--- config.mk ---
export PLATFORM = sky130hd
export DESIGN_NAME = cmd_arbiter
export DESIGN_NICKNAME = d
export VERILOG_FILES = /design/src/rtl/cmd_arbiter.sv
export SDC_FILE = /design/constraint.sdc
export NUM_CORES = 1
export LEC_CHECK = 0
export CAP_MARGIN = 10
export CORE_UTILIZATION = 44
export DETAILED_ROUTE_END_ITERATION = 12
export PLACE_DENSITY = 0.81
export SLEW_MARGIN = 15
export SYNTH_ARGS = -nofsm -noshare
export SYNTH_HDL_FRONTEND = slang
export SYNTH_SLANG_ARGS = --single-unit
--- constraint.sdc ---
create_clock -name clk -period 2.1 [get_ports clk]
set_input_delay 0.42 -clock clk [delete_from_list [all_inputs] [get_ports clk]]
set_output_delay 0.42 -clock clk [all_outputs]
set_load 0.01 [all_outputs]
--- src/rtl/cmd_arbiter.sv ---
// Shares the single cmd_proc command/response path among NUM_REQ command sources:
// one owner at a time, handshakes routed back to the owner only, hung commands aborted.
module cmd_arbiter #(
  parameter int          NUM_REQ = 3,
  parameter bit          PRIO0   = 1'b1,
  parameter logic [23:0] TMO_CYC = 24'd5_000_000
) (
  input  logic                  clk,
  input  logic                  rst_n,
  input  logic [16*NUM_REQ-1:0] req_cmd_i,
  input  logic [NUM_REQ-1:0]    req_rdy_i,
  input  logic [8*NUM_REQ-1:0]  req_resp_i,
  output logic [NUM_REQ-1:0]    req_clr_o,
  output logic [NUM_REQ-1:0]    req_done_o,
  output logic [15:0]           cmd_o,
  output logic                  cmd_rdy_o,
  input  logic                  clr_cmd_rdy_i,
  input  logic                  send_resp_i,
  output logic [7:0]            resp_o,
  output logic [2:0]            owner_o,
  output logic                  busy_o,
  output logic                  tmo_err_o
);

  localparam int IW = (NUM_REQ > 1) ? $clog2(NUM_REQ) : 1;

  typedef enum logic [1:0] {IDLE, GRANT, EXEC} state_t;

  state_t             state_q;
  logic [15:0]        cmd_q;
  logic [2:0]         owner_q;
  logic [2:0]         rrPtr_q;
  logic [2:0]         rrPtr_d;
  logic               cmdRdy_q;
  logic               busy_q;
  logic [23:0]        timer_q;

  logic [2:0]         winIdx;
  logic [2:0]         lowAny;
  logic [2:0]         lowAbove;
  logic               hitAbove;
  logic [15:0]        winCmd;
  logic [NUM_REQ-1:0] ownerHot;
  logic               clrHit;
  logic               timeout;
  logic               doneHit;

  // Round-robin scan from rrPtr_q: lowest requester at or above the pointer,
  // otherwise wrap to the lowest requester overall.
  always_comb begin
    lowAny   = '0;
    lowAbove = '0;
    hitAbove = 1'b0;
    for (int j = NUM_REQ - 1; j >= 0; j--) begin
      if (req_rdy_i[j[IW-1:0]]) begin
        lowAny = 3'(j);
        if (3'(j) >= rrPtr_q) begin
          lowAbove = 3'(j);
          hitAbove = 1'b1;
        end
      end
    end
    winIdx = hitAbove ? lowAbove : lowAny;
    if (PRIO0 && req_rdy_i[0]) begin
      winIdx = '0;
    end
  end

  always_comb begin
    winCmd = req_cmd_i[15:0];
    for (int j = 0; j < NUM_REQ; j++) begin
      if (winIdx == 3'(j)) begin
        winCmd = req_cmd_i[16*j +: 16];
      end
    end
  end

  always_comb begin
    resp_o = req_resp_i[7:0];
    for (int j = 0; j < NUM_REQ; j++) begin
      if (owner_q == 3'(j)) begin
        resp_o = req_resp_i[8*j +: 8];
      end
    end
  end

  assign ownerHot = {{(NUM_REQ-1){1'b0}}, 1'b1} << owner_q;
  assign rrPtr_d  = (owner_q == 3'(NUM_REQ - 1)) ? 3'd0 : owner_q + 3'd1;

  // send_resp at the final timer count still completes normally, without an abort.
  assign clrHit  = (state_q == GRANT) && clr_cmd_rdy_i;
  assign timeout = (state_q == EXEC) && !send_resp_i && (timer_q == TMO_CYC - 24'd1);
  assign doneHit = (state_q == EXEC) && (send_resp_i || timeout);

  assign req_clr_o  = clrHit  ? ownerHot : '0;
  assign req_done_o = doneHit ? ownerHot : '0;
  assign tmo_err_o  = timeout;
  assign cmd_o      = cmd_q;
  assign cmd_rdy_o  = cmdRdy_q;
  assign owner_o    = owner_q;
  assign busy_o     = busy_q;

  always_ff @(posedge clk or negedge rst_n) begin
    if (!rst_n) begin
      state_q  <= IDLE;
      cmd_q    <= 16'h0000;
      owner_q  <= 3'd0;
      rrPtr_q  <= 3'd0;
      cmdRdy_q <= 1'b0;
      busy_q   <= 1'b0;
      timer_q  <= 24'd0;
    end else begin
      case (state_q)
        IDLE: begin
          if (|req_rdy_i) begin
            state_q  <= GRANT;
            cmd_q    <= winCmd;
            owner_q  <= winIdx;
            cmdRdy_q <= 1'b1;
            busy_q   <= 1'b1;
          end
        end
        GRANT: begin
          if (clr_cmd_rdy_i) begin
            state_q  <= EXEC;
            cmdRdy_q <= 1'b0;
            timer_q  <= 24'd0;
          end
        end
        EXEC: begin
          if (doneHit) begin
            state_q <= IDLE;
            busy_q  <= 1'b0;
            rrPtr_q <= rrPtr_d;
          end else begin
            timer_q <= timer_q + 24'd1;
          end
        end
        default: begin
          state_q  <= IDLE;
          cmdRdy_q <= 1'b0;
          busy_q   <= 1'b0;
        end
      endcase
    end
  end

endmodule

# Word level (Yosys, flattened, before mapping)
# Cells that the tools add are included.
# Widths: inputs -> output; s select.
dict set report op_classes {
  magnitude_cmp 3
  addsub 2
  n_mux 33
  n_reduce_logical 15
  bitwise_logic 2
  n_eq_ne 11
  shifts 1
}
# operator count
set ops {}
lappend ops {{$mux 24} 2}
lappend ops {{$pmux 24 s2} 1}
lappend ops {{$mux 16} 2}
lappend ops {{$add 24x1->24 const B} 1}
lappend ops {{$eq 24x23->1 const B} 1}
lappend ops {{$mux 3} 8}
lappend ops {{$mux 8} 2}
lappend ops {{$mux 2} 6}
lappend ops {{$reduce_and 3->1} 4}
lappend ops {{$mux 1} 9}
lappend ops {{$ne 2x2->1 const B} 4}
lappend ops {{$eq 3x1->1 const B} 2}
lappend ops {{$eq 3x2->1 const B} 2}
lappend ops {{$ge 1x3->1 const A} 2}
lappend ops {{$pmux 1 s3} 2}
lappend ops {{$pmux 2 s3} 1}
lappend ops {{$logic_and 1x1->1} 4}
lappend ops {{$reduce_and 2->1} 2}
lappend ops {{$add 3x1->3 const B} 1}
lappend ops {{$ge 2x3->1 const A} 1}
lappend ops {{$reduce_or 3->1} 1}
lappend ops {{$shl 1x3->3 const A} 1}
lappend ops {{$eq 2x1->1 const B} 1}
lappend ops {{$eq 2x2->1 const B} 1}
lappend ops {{other kinds (5)} 6}
dict set report word_totals {
  input_bits 79
  reg_bits 50
  wordCells 74
}

# Longest topological paths before layout
dict set report depth {
  word_depth 12
  ltp_mapped 8
  depth_no_buf 6
}

# Least setup slack after synthesis
# Ideal clock, no wire load.
dict set report synth_timing {
  kind {register -> output}
  startpoint {register owner_q[0] (netlist: owner_o[0])}
  endpoint {output port resp_o[0]}
  n_path_buf 2
  setup_slack_ps 167
  stages_incl_launch_ff 5
  arrival_ps 1513
  cell_sequence {dfrtp_1 > buf_1 > buf_1 > mux2i_1 > a21oi_1}
}
dict set report synth_between {
  elab_chain_len 3
}
# element line_no
set synth_rtl {}
lappend synth_rtl {{from (decl)} 31} ;# logic [2:0] owner_q;
lappend synth_rtl {{from (signal assigned)} 118} ;# owner_q <= winIdx;
lappend synth_rtl {{$eq 3x1->1} 81} ;# if (owner_q == 3'(j)) begin
lappend synth_rtl {{$mux 8} 81}
lappend synth_rtl {{$mux 8 *} 81}
lappend synth_rtl {{to (decl)} 19} ;# output logic [7:0] resp_o,
# Every way passes the cells marked *; elsewhere a longest branch is shown, timed or not.

# Worst setup path after layout
dict set report layout_timing {
  startpoint {register timer_q[21]}
  endpoint {output port req_done_o[0]}
}
dict set report layout_between {
  elab_chain_len 5
}
# element line_no
set layout_rtl {}
lappend layout_rtl {{from (decl)} 36} ;# logic [23:0] timer_q;
lappend layout_rtl {{from (signal assigned)} 136} ;# timer_q <= timer_q + 24'd1;
lappend layout_rtl {{$eq 24x23->1} 92} ;# assign timeout = (state_q == EXEC) && !send_resp_i && (timer_q == TMO_CYC - 24'd1);
lappend layout_rtl {{$logic_and 1x1->1} 92}
lappend layout_rtl {{$logic_or 1x1->1} 93} ;# assign doneHit = (state_q == EXEC) && (send_resp_i || timeout);
lappend layout_rtl {{$logic_and 1x1->1} 93}
lappend layout_rtl {{$mux 3} 96} ;# assign req_done_o = doneHit ? ownerHot : '0;
lappend layout_rtl {{to (decl)} 14} ;# output logic [NUM_REQ-1:0] req_done_o,
# No other way between the ends.

==> qor.yml <==
run_status:
  status: "complete, but fails checks"
  violations: "setup timing"
logic_synthesis:
  synth_ff_type: "dfrtp_1"
  ys_seq_area_frac: 0.428
  avgSynthCellArea_sq_um: 9.52
  synth-edff-count: 0
  yosys_warnings: 0
  synthTopCellsByArea: "dfrtp_1 43%, mux2i_1 9.1%, a22oi_1 4.2%"
  synth.top_cells.by_count: "49 x dfrtp_1, 26 x mux2i_1, 25 x nor2_1"
  yosysTopAreaCell: "dfrtp_1"
  synth_most_common_cell: "dfrtp_1"
  async_flop_share: 1.00
  synth_top_area_frac: 0.428
  synthesis.area_sq_um: 2870
  synth_nets: 381
  synthCells: 301
  synth_seq_cells: 49
  ys_types: 48
floorplanning:
  die_h_um: 82.7
  die_area_sq_um: 6840
  start_util: 0.454
  std_cell_rows: 29
  die_w_um: 82.7
  pin_count: 115
  coreArea_sq_um: 6310
route:
  viasPerCell: 5.65
  routed_wirelength_um: 9050
  drc: 0
  drt_iter0_drc: 212
  drtPass1Iterations: 4
  wl_per_cell_um: 16.6
  route.antenna.remaining_nets: 0
  via_count: 3074
cts:
  cts_tree: "built"
  htreeDepth: 2
  clock_latency_ns: 0.30
  clkTransAtPathRegs_ns: 0.09
  cts_root_buf: "clkbuf_8"
  cts.path.max_buffers: 2
  cts.sinks: 49
  numCtsBuffers: 5
power_and_ir_drop:
  ir_drop_mv: 0.710
  power_mw: 4.38
  powerDensity_nw_per_um2: 930
  leakage_nw: 2.03
worst_setup_path:
  start_kind: "flip-flop"
  r2r-start: "timer_q[1]"
  reg2regPathDepth: 9
  r2r_slack_ns: 0.06
  crit_fanout: 4
  r2r-end: "timer_q[22]"
  critPathKind: "flip-flop to output port"
  arrival_ns: 1.76
  cp.required_ns: 1.68
  end_kind: "output port"
sta:
  max_slew_margin: 0.632
  rsz0062_at_grt: "true"
  whs_ns: 0.0388
  setup_viol: 4
  min_period_ns: 2.18
  worstMarginPinSlew_ns: 0.552
  hold_viol: 0
  post-route-period-util: 1.04
  finalSetupTns_ns: -0.216
  skew_ns: 0.0120
  max_freq_mhz: 459
  slew_viol_final: 0
  setup_slack_ns: -0.0771
layout:
  fin_cells: 544
  syn2layout_area_growth_pct: 64.5
  diodes: 0
  fin_area_sq_um: 4710
  final_core_util: 0.746
  drive_gt1_frac: 0.212
  fin_nets: 546
grt:
  gr-usage-all-layers: 0.266
  grt_pass1_vias: 2924
  grt_antenna_before_repair: 0
  grt_pass1_wl_um: 13600
  grt_overflow: 0
  grt_max_degree: 32
placed_design:
  place_ws_ns: -0.330
  hpwlAfterDp_um: 6510
  routabilityCongestion: 0.886
  placedCellCount: 528
  place_area_sq_um: 4470
  portBuffers: 113
hold_path:
  hp-class: "input port to asynchronous set/reset pin"
job:
  cap_viol_max_count: 0
==> registers in the layout, indices dropped and copies added, names as in the netlist <==
register,count
busy_o,1
cmd_o,16
cmd_rdy_o,1
owner_o,2
rrPtr_q,3
state_q,2
timer_q,24
==> cell families (layout without fill, tap and decap cells) <==
logic type                 Yosys count  in the layout  synth area share
buffers and inverters               28            194            0.0432
adders and majority gates            1              1           0.00437
other                                1              1           0.00131
muxes                               28             28            0.0987
AOI/OAI and AO/OA                   79             79             0.181
DFF                                 49             49             0.428
and+or+nand+nor                    100            100             0.197
xor gates and xnor gates            15             15            0.0458
==> cell usage in the layout (no fill, tap or decap), drive strengths merged, types with 3 or more instances in the layout <==
cell type and instances:
o21ai 25, mux2i 26, a21oi 13, nor4bb 3, clkdlybuf4s50 96, o211ai 3
and3 6, dlygate4sd2 11, nor2 25, nand4 8, clkbuf 6, nand2 6
a22oi 16, xor2 5, dfrtp 49, nor3 6, a211oi 10, or3 5
nor2b 9, nand3 11, nor4 8, inv 12, xnor2 10, buf 66
o31ai 4
==> final cells by class <==
class,instances,area [sq um]
clock buffer,5,68.8
tap,77,96.3
multi-input combinational,224,1610
sequential,49,1230
inverter,11,41.3
fill,449,1600
timing repair buffer,175,1620
clock inverter,3,43.8
==> worst max path at each step <==
stage | slack (ns) | end | startpoint
final | -0.08 | req_done_o[0] | timer_q[21]
after CTS | -0.09 | req_done_o[0] | timer_q[10]
after detailed placement | -0.33 | tmo_err_o | send_resp_i
after global placement | -0.32 | tmo_err_o | send_resp_i
after floorplan | 0.17 | resp_o[0] | owner_o[0]
after global routing | -0.18 | req_done_o[0] | timer_q[16]
==> worst max-delay path, cell delays in order (launching register included) <==
cell and delay (ns):
dfrtp_1 0.39, nor4_1 0.33, nand3_1 0.23, nor2_2 0.16
o21ai_2 0.10, nor3_2 0.11, buf_2 0.15
==> routing by layer <==
layer,wire (um),up-vias,global-route usage
met5,0,-,0
met4,233,0,0.103
met3,488,20,0.0505
met2,4790,113,0.467
met1,3540,1486,0.319
li1,-,1455,-
==> power breakdown <==
part	switching, mW	internal, mW
combinational	1.10	1.24
sequential	0.173	1.20
clock	0.317	0.357
total	1.59	2.79
==> timing repair <==
action,CTS,global route
pin swaps,14,13
buffers inserted,9,3
hold buffers,0,0
gates resized for setup,42,10
setup endpoints to repair,15,21
cloned,1,1
(Power assumes the default switching activity.)
